$ cat src/rtl/cipher_kat_engine.sv
// cipher_kat_engine
//   Known-answer-test sequencer for a block-cipher core with a key/din/dout
//   strobe interface. It latches a key and a plaintext/ciphertext pair at
//   start, loads the key once, then runs ITERS encrypt/decrypt round trips.
//   Every core result is checked against the latched vector. The error count
//   saturates at all-ones.
//
//   Optional build macro CIPHER_KAT_TIMEOUT_EN adds a watchdog. The watchdog
//   aborts a run that waits too long for i_key_ok or i_dout_en.
//
// Ports
//   i_clk, i_rst             clock, synchronous active-high reset
//   i_start                  start a run (accepted in IDLE/DONE only)
//   i_kat_key/pt/ct          test vectors, latched at start
//   o_key, o_key_en          key to core, one-cycle load strobe
//   o_din, o_din_en, o_flag  block to core, one-cycle strobe, 1=encrypt
//   i_dout, i_dout_en        core result and valid
//   i_key_ok                 core key expansion complete (level)
//   o_busy, o_done, o_pass   run status (done is a level until next start)
//   o_err_cnt                mismatches in the current/last run
//   o_timeout                watchdog fired (constant 0 without the macro)
module cipher_kat_engine #(
    parameter int unsigned KEY_W = 128,
    parameter int unsigned BLK_W = 64,
    parameter int unsigned ITERS = 8,
    parameter int unsigned ERR_W = 8,
    parameter int unsigned TMO_W = 16
) (
    input  logic             i_clk,
    input  logic             i_rst,
    input  logic             i_start,
    input  logic [KEY_W-1:0] i_kat_key,
    input  logic [BLK_W-1:0] i_kat_pt,
    input  logic [BLK_W-1:0] i_kat_ct,
    output logic [KEY_W-1:0] o_key,
    output logic             o_key_en,
    output logic [BLK_W-1:0] o_din,
    output logic             o_din_en,
    output logic             o_flag,
    input  logic [BLK_W-1:0] i_dout,
    input  logic             i_dout_en,
    input  logic             i_key_ok,
    output logic             o_busy,
    output logic             o_done,
    output logic             o_pass,
    output logic [ERR_W-1:0] o_err_cnt,
    output logic             o_timeout
);

    localparam int unsigned IT_W = (ITERS > 1) ? $clog2(ITERS) : 1;
    localparam logic [IT_W-1:0] ITER_LAST = IT_W'(ITERS - 1);

    typedef enum logic [2:0] {
        S_IDLE, S_LOAD, S_WKEY, S_WENC, S_WDEC, S_DONE
    } state_t;

    state_t           state_q, state_d;
    logic [KEY_W-1:0] key_q, key_d;
    logic [BLK_W-1:0] pt_q, pt_d, ct_q, ct_d, din_q, din_d;
    logic [IT_W-1:0]  iter_q, iter_d;
    logic [ERR_W-1:0] err_q, err_d;
    logic             key_en_q, key_en_d, din_en_q, din_en_d, flag_q, flag_d;
    logic             busy_q, busy_d, done_q, done_d;
    logic             err_inc;
    logic             rsp_ok;

    // A result in the same cycle as our own strobe cannot answer that
    // strobe. Ignoring it also keeps o_din_en from firing back-to-back.
    assign rsp_ok = i_dout_en && !din_en_q;

`ifdef CIPHER_KAT_TIMEOUT_EN
    localparam logic [TMO_W-1:0] TMO_LAST = ~TMO_W'(1);
    logic [TMO_W-1:0] tmo_q, tmo_d;
    logic             timeout_q, timeout_d;
    logic             waiting, evt;

    assign waiting = (state_q == S_WKEY) || (state_q == S_WENC) || (state_q == S_WDEC);
    assign evt     = ((state_q == S_WKEY) && i_key_ok) ||
                     (((state_q == S_WENC) || (state_q == S_WDEC)) && rsp_ok);
    assign o_timeout = timeout_q;
`else
    assign o_timeout = 1'b0;
`endif

    always_comb begin
        state_d  = state_q;
        key_d    = key_q;
        pt_d     = pt_q;
        ct_d     = ct_q;
        iter_d   = iter_q;
        err_d    = err_q;
        din_d    = din_q;
        flag_d   = flag_q;
        busy_d   = busy_q;
        done_d   = done_q;
        key_en_d = 1'b0;
        din_en_d = 1'b0;
        err_inc  = 1'b0;

        case (state_q)
            S_IDLE, S_DONE: begin
                if (i_start) begin
                    key_d    = i_kat_key;
                    pt_d     = i_kat_pt;
                    ct_d     = i_kat_ct;
                    err_d    = '0;
                    iter_d   = '0;
                    done_d   = 1'b0;
                    busy_d   = 1'b1;
                    key_en_d = 1'b1;
                    state_d  = S_LOAD;
                end
            end
            S_LOAD: state_d = S_WKEY;
            S_WKEY: begin
                if (i_key_ok) begin
                    din_en_d = 1'b1;
                    din_d    = pt_q;
                    flag_d   = 1'b1;
                    state_d  = S_WENC;
                end
            end
            S_WENC: begin
                if (rsp_ok) begin
                    err_inc  = (i_dout != ct_q);
                    din_en_d = 1'b1;
                    din_d    = ct_q;
                    flag_d   = 1'b0;
                    state_d  = S_WDEC;
                end
            end
            S_WDEC: begin
                if (rsp_ok) begin
                    err_inc = (i_dout != pt_q);
                    if (iter_q == ITER_LAST) begin
                        busy_d  = 1'b0;
                        done_d  = 1'b1;
                        state_d = S_DONE;
                    end else begin
                        // The key stays loaded, so go straight to the next encrypt.
                        iter_d   = iter_q + IT_W'(1);
                        din_en_d = 1'b1;
                        din_d    = pt_q;
                        flag_d   = 1'b1;
                        state_d  = S_WENC;
                    end
                end
            end
            default: state_d = S_IDLE;
        endcase

`ifdef CIPHER_KAT_TIMEOUT_EN
        tmo_d     = '0;
        timeout_d = timeout_q;
        if (((state_q == S_IDLE) || (state_q == S_DONE)) && i_start) begin
            timeout_d = 1'b0;
        end
        if (waiting && !evt) begin
            if (tmo_q == TMO_LAST) begin
                timeout_d = 1'b1;
                err_inc   = 1'b1;
                busy_d    = 1'b0;
                done_d    = 1'b1;
                state_d   = S_DONE;
            end else begin
                tmo_d = tmo_q + TMO_W'(1);
            end
        end
`endif

        if (err_inc && (err_q != '1)) begin
            err_d = err_q + ERR_W'(1);
        end
    end

    always_ff @(posedge i_clk) begin
        if (i_rst) begin
            state_q  <= S_IDLE;
            key_q    <= '0;
            pt_q     <= '0;
            ct_q     <= '0;
            din_q    <= '0;
            iter_q   <= '0;
            err_q    <= '0;
            key_en_q <= 1'b0;
            din_en_q <= 1'b0;
            flag_q   <= 1'b0;
            busy_q   <= 1'b0;
            done_q   <= 1'b0;
        end else begin
            state_q  <= state_d;
            key_q    <= key_d;
            pt_q     <= pt_d;
            ct_q     <= ct_d;
            din_q    <= din_d;
            iter_q   <= iter_d;
            err_q    <= err_d;
            key_en_q <= key_en_d;
            din_en_q <= din_en_d;
            flag_q   <= flag_d;
            busy_q   <= busy_d;
            done_q   <= done_d;
        end
    end

`ifdef CIPHER_KAT_TIMEOUT_EN
    always_ff @(posedge i_clk) begin
        if (i_rst) begin
            tmo_q     <= '0;
            timeout_q <= 1'b0;
        end else begin
            tmo_q     <= tmo_d;
            timeout_q <= timeout_d;
        end
    end
`endif

    assign o_key     = key_q;
    assign o_key_en  = key_en_q;
    assign o_din     = din_q;
    assign o_din_en  = din_en_q;
    assign o_flag    = flag_q;
    assign o_busy    = busy_q;
    assign o_done    = done_q;
    assign o_err_cnt = err_q;
    assign o_pass    = done_q && (err_q == '0);

endmodule

$ cat config.mk
export PLATFORM = sky130hd
export DESIGN_NAME = cipher_kat_engine
export DESIGN_NICKNAME = d
export VERILOG_FILES = /design/src/rtl/cipher_kat_engine.sv
export SDC_FILE = /design/constraint.sdc
export NUM_CORES = 1
export LEC_CHECK = 0
export CORE_AREA = 2 2 204 206
export CTS_CLUSTER_SIZE = 40
export DETAILED_ROUTE_END_ITERATION = 12
export DIE_AREA = 0 0 206 208
export PLACE_DENSITY = 0.73
export SETUP_SLACK_MARGIN = 0.15
export SYNTH_ARGS = -nofsm -noshare
export SYNTH_HDL_FRONTEND = slang
export SYNTH_SLANG_ARGS = --single-unit
$ cat constraint.sdc
create_clock -name i_clk -period 3.7 [get_ports i_clk]
set_clock_uncertainty 0.15 [all_clocks]
set_input_delay 0.555 -clock i_clk [delete_from_list [all_inputs] [get_ports i_clk]]
set_output_delay 0.555 -clock i_clk [all_outputs]
set_load 0.01 [all_outputs]
# Yosys cells after proc, flatten, opt, wreduce, memory -nomap -nowiden
# Cells that the tools add are included.
[word_totals]
inputBits = 325
output_inout_bits = 207
regBits = 339
wordCells = 88
[classes]
eq_ne = 15
mux = 40
n_reduce_logical = 18
bitwise_logic = 1
addsub = 2
[ops]
columns = ["op", "n"]
rows = [
  ["two-way mux 64 bit", 4],
  ["case mux 64 bit (3 select lines)", 1],
  ["!= test 64 bit", 2],
  ["two-way mux 3 bit", 8],
  ["two-way mux 8 bit", 3],
  ["two-way mux 1 bit", 17],
  ["case mux 3 bit (5 select lines)", 1],
  ["!= test 2 bit, second input constant", 6],
  ["AND reduction 4 bit", 3],
  ["== test 3 bit, second input constant", 3],
  ["adder 8 x 1 -> 8 bit, second input constant", 1],
  ["zero test 8 bit", 1],
  ["!= test 8 bit, second input constant", 1],
  ["== test 3 x 2 -> 1 bit, second input constant", 2],
  ["case mux 1 bit (2 select lines)", 3],
  ["case mux 1 bit (3 select lines)", 2],
  ["case mux 3 bit (2 select lines)", 1],
  ["nonzero test 2 bit", 3],
  ["AND reduction 5 bit", 1],
  ["AND reduction 2 bit", 2],
  ["OR reduction 2 bit", 2],
  ["adder 3 x 1 -> 3 bit, second input constant", 1],
  ["== test 3 x 1 -> 1 bit, second input constant", 1],
  ["logical AND 1 bit", 3],
  ["other kinds (4)", 4],
]

# Depth between registers and ports, before layout
[logic_depth]
word_depth = 7
depth_mapped = 13
mapped_depth_nobuf = 9

# Worst setup path after synthesis
# Ideal clock, no wire load.
[synth_path]
path_type = "reg-to-reg"
from = "register state_q[1]"
to = "register err_q[2] (netlist: o_err_cnt[2])"
required_time_ns = 3.429
path_slack_ns = 0.625
path_buffers = 2
t_arrival_ns = 2.804
path_stages_with_launch = 12
cell_sequence = "dfxtp_1 > buf_6 > nor3b_2 > buf_6 > mux2i_1 > xor2_1 > nand4_1 > or4_4 > nor4_4 > nand2_2 > and3_1 > mux2_4"
[synth_between]
elab_chain_len = 5
word_cells_on_any_way = 11
classes_between = "eq/ne (3); mux (2); reduce/logical (6)"
[synth_rtl]
columns = ["element", "line_no", "source"]
rows = [
  ["start, declared", "57", "state_t state_q, state_d;"],
  ["start signal, assigned", "191", "state_q <= state_d;"],
  ["== test 3 bit or == test 3 x 2 -> 1 bit (tied branches)", "100", "case (state_q)"],
  ["case mux 1 bit (2 select lines)", "100", ""],
  ["logical AND 1 bit", "171", "if (err_inc && (err_q != '1)) begin"],
  ["nonzero test 2 bit (no line)", "n/a", ""],
  ["AND reduction 2 bit (no line)", "n/a", ""],
  ["end signal, assigned", "197", "err_q <= err_d;"],
  ["end, declared", "61", "logic [ERR_W-1:0] err_q, err_d;"],
]
# Parallel ways exist; a longest one is shown, timed or not.
# A chain may end at the register's enable or synchronous reset.

# Worst setup path after layout
[layout_path]
from = "register state_q[2]"
to = "register err_q[5] (netlist: o_err_cnt[5])"
# Same word-level chain as after synthesis.

==> results.py <==
metrics = {
    "timing": {
        "hold_ws_ps": 236,
        "slew_headroom": 0.253,
        "layout_min_cycle_time_ps": 3400,
        "max_freq_ghz": 0.294,
        "setup_violations": 0,
        "fin_ws_ps": 295,
        "rsz0062_at_grt": "no",
        "hold_viol_final": 0,
        "tightest_slew_ps": 1120,
        "slew_violations": 0,
        "fin_crit_sh": 0.920,
    },
    "finish": {
        "multi_input_comb_area_mm2": 0.00683,
        "final_common_cell": "nand2_1",
        "layout_common_cells": "nand2_1 (569), clkdlybuf4s50_1 (529), dfxtp_1 (338)",
        "syn_to_final_growth_pct": 50.2,
        "seqCellArea_mm2": 0.00679,
        "num-fill-cells": 3831,
        "fin_area_mm2": 0.0214,
        "drive_gt1_frac": 0.0547,
        "nNetsFinal": 2645,
        "final_core_util": 0.528,
        "final_cell_count_no_fill": 2876,
    },
    "die": {
        "boundaryPins": 532,
        "die_h_um": 208,
        "die-area_mm2": 0.0428,
        "row_count": 74,
        "fp.dieW_um": 206,
        "start_util": 0.352,
        "core_mm2": 0.0406,
    },
    "setup_path": {
        "crit_path_end_kind": "flop",
        "required_ps": 4050,
        "slowest_stage": "or4_1",
        "critical_path_class": "flop to flop",
        "r2r_cells": 10,
        "path_cells": "nor3b_4 -> buf_12 -> or4_1 -> o2bb2a_1 -> or4_4 -> nor4_4 -> buf_4 -> nand2_2 -> a211oi_4 -> a221o_1",
        "startpoint_type": "flop",
        "cp.arrival_ps": 3750,
        "crit_fanout": 24,
        "cpPeakStageDelay_ps": 590,
    },
    "synthesis": {
        "synthesis.nets": 2163,
        "ys_ff_latch": 339,
        "yosysTopAreaCellShare": 0.476,
        "postSynthAreaPerCell_um2": 7.78,
        "netlist_instances": 1834,
        "synth_edf_count": 0,
        "ys_seq_area_frac": 0.476,
        "ys_async_sr_fraction": 0,
        "synth_top_area_cell": "dfxtp_1",
        "synth.cell_area_mm2": 0.0143,
        "yosysWarnings": 0,
        "synth.distinct_cells": 69,
        "synthTopCellsByArea": "dfxtp_1 (48%), nand2_1 (15%), a21oi_1 (9.9%)",
        "ys_dominant_reg_cell": "dfxtp_1",
    },
    "detailed_routing": {
        "drt_wl_total_um": 63100,
        "drtPass1Iterations": 7,
        "via_per_inst": 5.21,
        "wl_per_cell_um": 22.0,
        "drc_errors": 0,
        "vias": 14995,
        "drt_iter0_drc": 1130,
        "ant_nets": 0,
    },
    "worst_hold_path": {
        "hp-class": "input port to flop",
        "hold-path-cell-count": 2,
    },
    "pwr": {
        "power_density_mw_per_mm2": 730,
        "vdd.ir_drop.worst_mv": 0.523,
        "power.leakage_nw": 7.77,
    },
    "placed_design": {
        "placed_area_mm2": 0.0202,
        "portBuffers": 530,
        "hpwl_um": 47800,
        "place_inst": 2806,
        "gp_congestion": 0.950,
        "dp_slack_ps": -321,
    },
    "grt": {
        "antenna_found_initial": 13,
        "grt-ovfl-total": 0,
        "grt_pass1_vias": 14478,
        "track_usage": 0.283,
        "grt_pass1_wl_um": 90600,
        "grt_max_degree": 146,
    },
    "clock_tree": {
        "clock_sinks": 339,
        "clock_latency_ps": 550,
        "cts_tree": "done",
        "htreeDepth": 2,
        "hold_buffers": 0,
        "cts_made_buffers": 38,
        "cts-root-buf": "clkbuf_16",
        "path_clk_slew_ps": 60,
        "clockBufferDepth": 3,
    },
    "flow_run": {
        "maxCapViolCount": 0,
    },
    "outcome": {
        "outcome": "finished clean",
    },
}
## logic make-up after synthesis
logic type / synth area share
AO/OA/AOI/OAI: 0.178
XOR/XNOR: 0.0362
flip-flops: 0.476
adder cells (fa/ha/maj): 0.00351
buffers and inverters: 0.0507
AND/OR/NAND/NOR: 0.228
other: 0.000263
multiplexers: 0.0272
## report_power, final
group	switching, mW	internal, mW	leakage [nW]
clock network	1.53	2.16	0.574
logic	3.70	2.76	4.42
registers	0.832	4.67	2.77
total	6.06	9.59	7.77
## flip-flops by register name, indices dropped and copies added (netlist names)
name / count
o_err_cnt: 8
o_done: 1
o_flag: 1
o_key_en: 1
o_din_en: 1
o_key: 128
iter_q: 3
ct_q: 64
state_q: 3
o_busy: 1
o_din: 64
pt_q: 64
## Yosys cell counts (2+ instances only)
cell / instances
o21ai_0: 6
a2111oi_0: 2
buf_2: 2
a221o_1: 5
a21oi_1: 282
xnor2_1: 29
mux2_2: 2
nor3_1: 9
or4_1: 3
a21o_1: 2
o2111a_1: 2
nor3b_1: 2
nand3_1: 43
nor2b_1: 13
a221oi_1: 5
nor4_1: 8
a222oi_1: 3
inv_1: 47
o2111ai_1: 4
nor2_1: 100
nand2b_1: 12
a311oi_1: 34
nand2_1: 570
nand4_1: 6
dfxtp_1: 339
buf_6: 3
buf_1: 7
o2bb2ai_1: 3
o221ai_1: 3
a22oi_1: 4
or2_2: 5
o22ai_1: 16
and2_1: 2
mux2i_1: 35
and3_1: 5
a211oi_1: 33
ha_1: 4
xor2_1: 30
clkbuf_1: 121
a31oi_1: 4
## layout make-up
cell class,count,share of cell area
clock buffer,58,0.0526
tap,532,0.0311
multi-input combinational,1313,0.319
sequential,339,0.317
antenna,6,0.000701
clock inverter,4,0.00239
timing repair buffer,577,0.270
inverter,47,0.00823
## worst paths after layout
check / start / to / slack [ps]
setup / recovery: state_q[2] / o_err_cnt[5] / 300
hold / removal: i_rst / o_busy / 240
setup reg to reg: state_q[2] / o_err_cnt[5] / 300
hold reg to reg: o_key[7] / o_key[7] / 300
## worst max-delay path, delay by kind of cell, from the launching register on
kind	cells	cell delay, ps
and+or+nand+nor	5	1640
AOI/OAI and AO/OA	3	850
buffers and inverters	2	350
DFF	1	330
## per-stage QoR
stage	total power [mW]	setup TNS, ps
2_1_floorplan	8.68	0
6_report	15.7	0
3_3_place_gp	11.9	-2110
5_1_grt	16.5	0
3_5_place_dp	12.0	-2270
4_1_cts	15.7	0
## repair_timing
action                                  CTS  global route
pin swaps                                 0             4
gates resized for setup                   1             8
endpoints found under the setup margin    8             8
endpoints found under the hold margin     0             0
setup buffers                             1             1
## routing by layer
| layer | vias to the layer above | routed length [µm] | GRT usage |
|---|---|---|---|
| met5 | - | 115 | 0 |
| met4 | 16 | 3220 | 0.147 |
| met3 | 135 | 5670 | 0.0782 |
| met2 | 617 | 30600 | 0.486 |
| met1 | 7093 | 23600 | 0.318 |
| li1 | 7134 | - | - |
(Power assumes the default switching activity.)
